--- src/rtl/pipelined_chunk_adder.sv ---
// -----------------------------------------------------------------------------
// pipelined_chunk_adder
//
// Pipelined add/subtract unit. A WIDTH-bit operation is resolved CHUNK bits
// per pipeline stage (STAGES = WIDTH/CHUNK stages), with the ripple carry
// registered between stages. One operation per clock is accepted through a
// valid/ready handshake; the result appears STAGES clocks after acceptance,
// counting the accepting edge as the first. WIDTH must be a multiple of CHUNK.
//
// Ports:
//   clk        clock, all state updates on the rising edge
//   rst_n      asynchronous active-low reset
//   in_valid   operation offered
//   in_ready   unit can accept this cycle (combinational from out_ready)
//   a, b       operands
//   c_in       carry-in for add; ignored when sub=1
//   sub        0: a+b+c_in   1: a-b computed as a + ~b + 1
//   out_valid  result valid
//   out_ready  downstream accepts result
//   sum        result, modulo 2^WIDTH
//   c_out      carry out of the MSB (for subtract, 1 = no borrow)
//   ovf        signed overflow
// -----------------------------------------------------------------------------
module pipelined_chunk_adder #(
  parameter int WIDTH = 16,
  parameter int CHUNK = 4
) (
  input  logic             clk,
  input  logic             rst_n,
  input  logic             in_valid,
  output logic             in_ready,
  input  logic [WIDTH-1:0] a,
  input  logic [WIDTH-1:0] b,
  input  logic             c_in,
  input  logic             sub,
  output logic             out_valid,
  input  logic             out_ready,
  output logic [WIDTH-1:0] sum,
  output logic             c_out,
  output logic             ovf
);

  localparam int STAGES = WIDTH / CHUNK;

  // The not-yet-added part of b_eff shrinks by CHUNK bits per stage, so the
  // per-stage remainders are packed back to back into one flat register:
  // stage k keeps WIDTH-(k+1)*CHUNK bits at offset k*WIDTH - CHUNK*k*(k+1)/2.
  // The last stage needs no remainder at all.
  localparam int BREM_RAW = (STAGES - 1) * WIDTH - (CHUNK * (STAGES - 1) * STAGES) / 2;
  localparam int BREM_W   = (BREM_RAW > 0) ? BREM_RAW : 1;

  logic                         adv;
  logic                         accept;
  logic [WIDTH-1:0]             b_eff;
  logic                         cin_eff;

  logic [STAGES-1:0]            valid_q, valid_d;
  logic [STAGES-1:0]            carry_q, carry_d;
  // acc holds finished sum slices in its low bits and the still-unadded part
  // of operand a in its high bits; by the last stage it is the full sum.
  logic [STAGES-1:0][WIDTH-1:0] acc_q, acc_d;
  logic [BREM_W-1:0]            brem_q, brem_d;
  logic                         ovf_q, ovf_d;

  // Global stall: the whole pipe moves only when the output slot is free
  // or being drained this cycle.
  assign adv      = !valid_q[STAGES-1] || out_ready;
  assign in_ready = adv;
  assign accept   = in_valid && adv;

  assign b_eff    = sub ? ~b : b;
  assign cin_eff  = sub | c_in;

  genvar gi;
  generate
    for (gi = 0; gi < STAGES; gi++) begin : g_stage
      localparam int LO = gi * CHUNK;
      localparam logic [WIDTH-1:0] MASK = WIDTH'({CHUNK{1'b1}}) << LO;

      logic [WIDTH-1:0] acc_in;
      logic [CHUNK-1:0] b_chunk;
      logic             cy_in;
      logic [CHUNK:0]   part;

      if (gi == 0) begin : g_first
        assign acc_in     = a;
        assign b_chunk    = b_eff[CHUNK-1:0];
        assign cy_in      = cin_eff;
        assign valid_d[0] = accept;
      end else begin : g_next
        localparam int OFF_PREV = (gi - 1) * WIDTH - (CHUNK * (gi - 1) * gi) / 2;
        assign acc_in      = acc_q[gi-1];
        assign b_chunk     = brem_q[OFF_PREV +: CHUNK];
        assign cy_in       = carry_q[gi-1];
        assign valid_d[gi] = valid_q[gi-1];
      end

      assign part        = {1'b0, acc_in[LO +: CHUNK]} + {1'b0, b_chunk} + (CHUNK+1)'(cy_in);
      assign acc_d[gi]   = (acc_in & ~MASK) | (WIDTH'(part[CHUNK-1:0]) << LO);
      assign carry_d[gi] = part[CHUNK];

      if (gi < STAGES - 1) begin : g_brem
        localparam int OFF = gi * WIDTH - (CHUNK * gi * (gi + 1)) / 2;
        localparam int RW  = WIDTH - (gi + 1) * CHUNK;
        if (gi == 0) begin : g_load
          assign brem_d[OFF +: RW] = b_eff[WIDTH-1:CHUNK];
        end else begin : g_pass
          localparam int OFF_PREV = (gi - 1) * WIDTH - (CHUNK * (gi - 1) * gi) / 2;
          // Drop the chunk consumed by this stage, keep the rest.
          assign brem_d[OFF +: RW] = brem_q[OFF_PREV + CHUNK +: RW];
        end
      end

      if (gi == STAGES - 1) begin : g_ovf
        // acc_in[MSB] is still operand a's MSB here; b_chunk[MSB] is b_eff's.
        assign ovf_d = (acc_in[WIDTH-1] == b_chunk[CHUNK-1]) &&
                       (acc_d[gi][WIDTH-1] != acc_in[WIDTH-1]);
      end
    end

    if (STAGES == 1) begin : g_no_brem
      assign brem_d = '0;
    end
  endgenerate

  always_ff @(posedge clk or negedge rst_n) begin
    if (!rst_n) begin
      valid_q <= '0;
      carry_q <= '0;
      acc_q   <= '0;
      brem_q  <= '0;
      ovf_q   <= 1'b0;
    end else if (adv) begin
      valid_q <= valid_d;
      carry_q <= carry_d;
      acc_q   <= acc_d;
      brem_q  <= brem_d;
      ovf_q   <= ovf_d;
    end
  end

  assign out_valid = valid_q[STAGES-1];
  assign sum       = acc_q[STAGES-1];
  assign c_out     = carry_q[STAGES-1];
  assign ovf       = ovf_q;

endmodule

--- config.mk ---
export PLATFORM = sky130hd
export DESIGN_NAME = pipelined_chunk_adder
export DESIGN_NICKNAME = d
export VERILOG_FILES = /design/src/rtl/pipelined_chunk_adder.sv
export SDC_FILE = /design/constraint.sdc
export NUM_CORES = 1
export LEC_CHECK = 0
export CAP_MARGIN = 10
export CORE_MARGIN = 8
export CORE_UTILIZATION = 50
export CTS_BUF_LIST = sky130_fd_sc_hd__clkbuf_4 sky130_fd_sc_hd__clkbuf_8
export DETAILED_ROUTE_END_ITERATION = 8
export GPL_TIMING_DRIVEN = 0
export PLACE_DENSITY = 0.82
export SKIP_CTS_REPAIR_TIMING = 1
export SYNTH_ARGS = -nofsm -noshare
export SYNTH_HDL_FRONTEND = slang
export SYNTH_SLANG_ARGS = --single-unit
--- constraint.sdc ---
create_clock -name clk -period 2.35 [get_ports clk]
set_input_delay 0.47 -clock clk [delete_from_list [all_inputs] [get_ports clk]]
set_output_delay 0.47 -clock clk [all_outputs]
set_load 0.05 [all_outputs]
* After elaboration in Yosys (flattened, before gate mapping)
Cells that the tools add are included.
Cells by class: muxes and demuxes 1, reductions and logical operators 4, equal/unequal tests 2, add/subtract/negate cells 8, bitwise operators 6
Operator list (count):
- adder 4 x 4 -> 5 bit | 4
- adder 5 x 1 -> 5 bit | 4
- two-way mux 16 bit | 1
- inverter 16 bit | 1
- OR 12 x 16 -> 16 bit | 1
- OR 16 x 12 -> 16 bit | 1
- OR 16 x 4 -> 16 bit | 1
- OR 16 x 8 -> 16 bit | 1
- logical AND 1 bit | 2
- == test 1 bit | 1
- logical NOT 1 bit | 1
- logical OR 1 bit | 1
- != test 1 bit | 1
- OR 1 bit | 1
Word-level totals: output and inout port bits 20, logic and storage cells 29, bits of input ports 38, register bits after elaboration 97

* Depth between registers and ports, before layout
depth in word-level cells 5, gate-level depth with buffers 10, gate-level depth less buffers 8

* Worst setup path before layout
Ideal clock, no wire load.
path kind in2reg, start input sub, end register carry_q[0], buffers on the path 2, stages 10, arrival 1.870 ns, setup slack 0.340 ns, library setup time 0.140 ns, data required time 2.210 ns, cells stage by stage buf_6 buf_6 xnor2_1 fa_1 inv_1 fa_1 nand2_1 nand2_1 a21oi_1 a21oi_1
On the way: cells in the longest elaborated chain, start to end 3, elaborated cells between the ends (all ways) 4, those cells by class 2 x add/sub; 1 x mux; 1 x bitwise
Ends and longest elaborated chain:
- start: declaration | line 35 | input logic sub,
- two-way mux 16 bit | line 71 | assign b_eff = sub ? ~b : b;
- adder 4 x 4 -> 5 bit | line 98 | assign part = {1'b0, acc_in[LO +: CHUNK]} + {1'b0, b_chunk} + (CHUNK+1)'(cy_in);
- adder 5 x 1 -> 5 bit (*) | line 98
- end signal: assignment | line 135 | carry_q <= carry_d;
- end: declaration | line 58 | logic [STAGES-1:0] carry_q, carry_d;
Every way passes the cells marked *; elsewhere a longest branch is shown, timed or not. A chain may end at the register's enable or synchronous reset.

* Worst setup path after layout
start input out_ready, end output in_ready
On the way: cells in the longest elaborated chain, start to end 1
Ends and longest elaborated chain:
- start: declaration | line 37 | input logic out_ready,
- logical OR 1 bit | line 67 | assign adv = !valid_q[STAGES-1] || out_ready;
- end: declaration | line 31 | output logic in_ready,
No other way between the ends.

==> impl_metrics.csv <==
group,metric,value,unit
worst_setup_path,cpLargestDelayFamily,"buffers and inverters",
power,pwr_density_cell,1340,nW/um2
worst_hold_path,worstHoldPathType,"primary input to asynchronous set/reset pin",
power,p_sw_frac,0.405,
sta,layout_setup_ws,0.0578,ns
placed_design,dp_slack,-0.517,ns
synthesis,synth_common_cells,"nand2_1, dfrtp_1, o21ai_0, xnor2_1",
synthesis,synth_nets,515,
clock_tree,cts_tree,"done",
synthesis,synthFlopType,"dfrtp_1",
worst_setup_path,slowest_delay,0.50,ns
route,routed_wl,9230,um
synthesis,synth_cell_type_count,23,
floorplan,die_y,109,um
sta,slew_headroom,0.595,
synthesis,syn_inst,457,
worst_setup_path,required,1.88,ns
outcome,status,"completed",
synthesis,synth_top_family_by_area,"simple AND/OR/NAND/NOR gates",
placed_design,gp_congestion,0.865,
global_route,grt_max_degree,50,
synthesis,async_flop_share,1.00,
clock_tree,clk_pin_slew,0.09,ns
power,p_int,4200,uW
synthesis,synth_top_area_share,0.560,
global_route,grt_first_pass_wirelength,15500,um
sta,whs,0.114,ns
worst_setup_path,critical_path_class,"primary input to output pin",
clock_tree,clock-sinks,97,
sta,finalSetupViolations,0,
synthesis,synth_area,4340,um2
floorplan,ios,58,
placed_design,placed_area,5060,um2
worst_setup_path,path_cells,"clkdlybuf4s50_1 > nor2b_4 > buf_6 > inv_4 > buf_2 > clkbuf_4",
sta,rsz0062_at_grt,"false",
layout,syn_to_final_growth,21.5,%
synthesis,synth_compound_area_frac,0.0597,
floorplan,dieArea,11900,um2
power,ir_worst_vdd,0.000560,V
sta,fmax,436,MHz
clock_tree,h-tree-depth,3,
worst_setup_path,cp.arrival,1.82,ns
route,drtIter0Drc,203,
synthesis,synthAdderAreaFrac,0.0715,
worst_setup_path,crit_path_end_kind,"output pin",
layout,fin_util,0.616,
clock_tree,numCtsBuffers,9,
clock_tree,clock_path_buffers,2,
placed_design,dp_hpwl,6900,um
power,leakagePower,0.00264,uW
route,vias,3166,
sta,fin_setup_tns,0,ns
worst_setup_path,worst-path-max-fanout,10,
synthesis,ys_ff_latch,97,
synthesis,muxShareOfSynthArea,0,
synthesis,yosysMostFrequentCell,"nand2_1",
synthesis,synth-edff-count,0,
run,drv_cap,0,
sta,skew,0.00604,ns
global_route,overflow,0,
synthesis,avgSynthCellArea,9.49,um2
power,pwr-share-clk,0.163,
clock_tree,insertion_delay,0.36,ns
layout,n_antenna_cell,0,
sta,fin_crit,2.29,ns
sta,finalHoldViolCount,0,
sta,drv_slew,0,
synthesis,synth-xor-area-share,0.0444,
layout,drive_above_1_share,0.0868,
synthesis,synth-simple-area-share,0.210,
synthesis,synth.largest_area_cell,"dfrtp_1",
layout,finish.instance_area,5270,um2
placed_design,numPortBuffers,56,
floorplan,num_rows,34,
sta,fin_crit_sh,0.975,
route,route.detailed.drc,0,
worst_setup_path,start_kind,"primary input",
worst_setup_path,crit_buf_inv,5,
synthesis,synth_warnings,0,
floorplan,start_util,0.507,
route,drt_first_pass_iters,4,
route,routed_via_density,4.96,
power,combPwrFrac,0.430,
floorplan,coreArea,8550,um2
clock_tree,cts_root_buf,"clkbuf_8",
global_route,grt_pass1_vias,3342,
synthesis,yosysSeqAreaShare,0.560,
sta,worst_slew_pin_slew,0.608,ns
route,ant_nets,0,
power,seqPwrFrac,0.406,
layout,nets,583,
floorplan,die_w,109,um
worst_setup_path,slowest_stage,"clkdlybuf4s50_1",
global_route,track_usage,0.167,
power,p_sw,2860,uW
route,drt-wirelength-per-cell,14.5,um
synthesis,ys_top_cells_by_area,"dfrtp_1, nand2_1, fa_1",
global_route,antenna_found_initial,0,
state kept, by name, indices dropped and copies added, names as in the netlist:
name and cells:
brem_q 24, carry_q 4, g_stage.acc_in 48, ovf 1, sum 16, valid_q 4
layout make-up:
| type | instances | area [um2] |
|---|---|---|
| clock inverter | 2 | 35.0 |
| timing repair buffer | 57 | 583 |
| clock buffer | 14 | 180 |
| fill | 693 | 3280 |
| multi-input combinational | 325 | 1670 |
| sequential | 97 | 2430 |
| buffer | 23 | 190 |
| inverter | 12 | 47.5 |
| tap | 108 | 135 |
layer usage:
metal | vias to the layer above | share of wire | GRT usage | wire (um)
met5 | - | 0 | 0 | 0
met4 | 0 | 0.014 | 0.0587 | 130
met3 | 10 | 0.045 | 0.0290 | 414
met2 | 76 | 0.51 | 0.288 | 4670
met1 | 1529 | 0.43 | 0.206 | 4010
li1 | 1551 | - | - | -
layout by cell type, fill, tap and decap left out, types with 2 or more instances in the layout:
cell and n:
fa_1 8, a21o_1 4, o21ai_1 2, clkdlybuf4s50_1 54
o21ai_0 23, clkbuf_8 12, nor2_1 11, xnor2_1 14
ha_1 12, nor2b_1 3, inv_1 11, xor2_1 8
dfrtp_1 97, buf_6 12, o21a_1 2, clkbuf_4 3
buf_2 11, a21oi_1 12, nand2_1 220
power by group through the flow:
stage | Clock [uW] | Sequential, uW | Combinational [uW]
floorplan | 0 | 3330 | 1620
global placement | 0 | 2860 | 2930
detailed placement | 0 | 2910 | 3060
CTS | 1160 | 2870 | 3080
global route | 1230 | 2950 | 3380
finish | 1160 | 2870 | 3040
final timing paths:
kind | from | to | slack [ns] | cells after the start
min reg2reg | g_stage[3].acc_in[2] | g_stage[3].acc_in[2] | 0.47 | 2
max reg2reg | carry_q[2] | carry_q[3] | 0.50 | 5
max | out_ready | in_ready | 0.06 | 6
min in group clk | sub | brem_q[3] | 0.46 | 3
min | rst_n | brem_q[9] | 0.11 | 1
max in group asynchronous | rst_n | g_stage[2].acc_in[12] | 1.59 | 2
metrics by stage:
step	total power, uW	instances
2_1_floorplan	4950	457
3_3_place_gp	5790	621
3_5_place_dp	5960	622
4_1_cts	7110	638
5_1_grt	7560	638
6_report	7070	638
kinds of logic after synthesis:
group,Yosys count
xor+xnor,22
fa+ha+maj,20
compound gates,46
simple gates,237
buf+inv,35
flops,97
No activity file was read; power rests on OpenSTA's default activity.
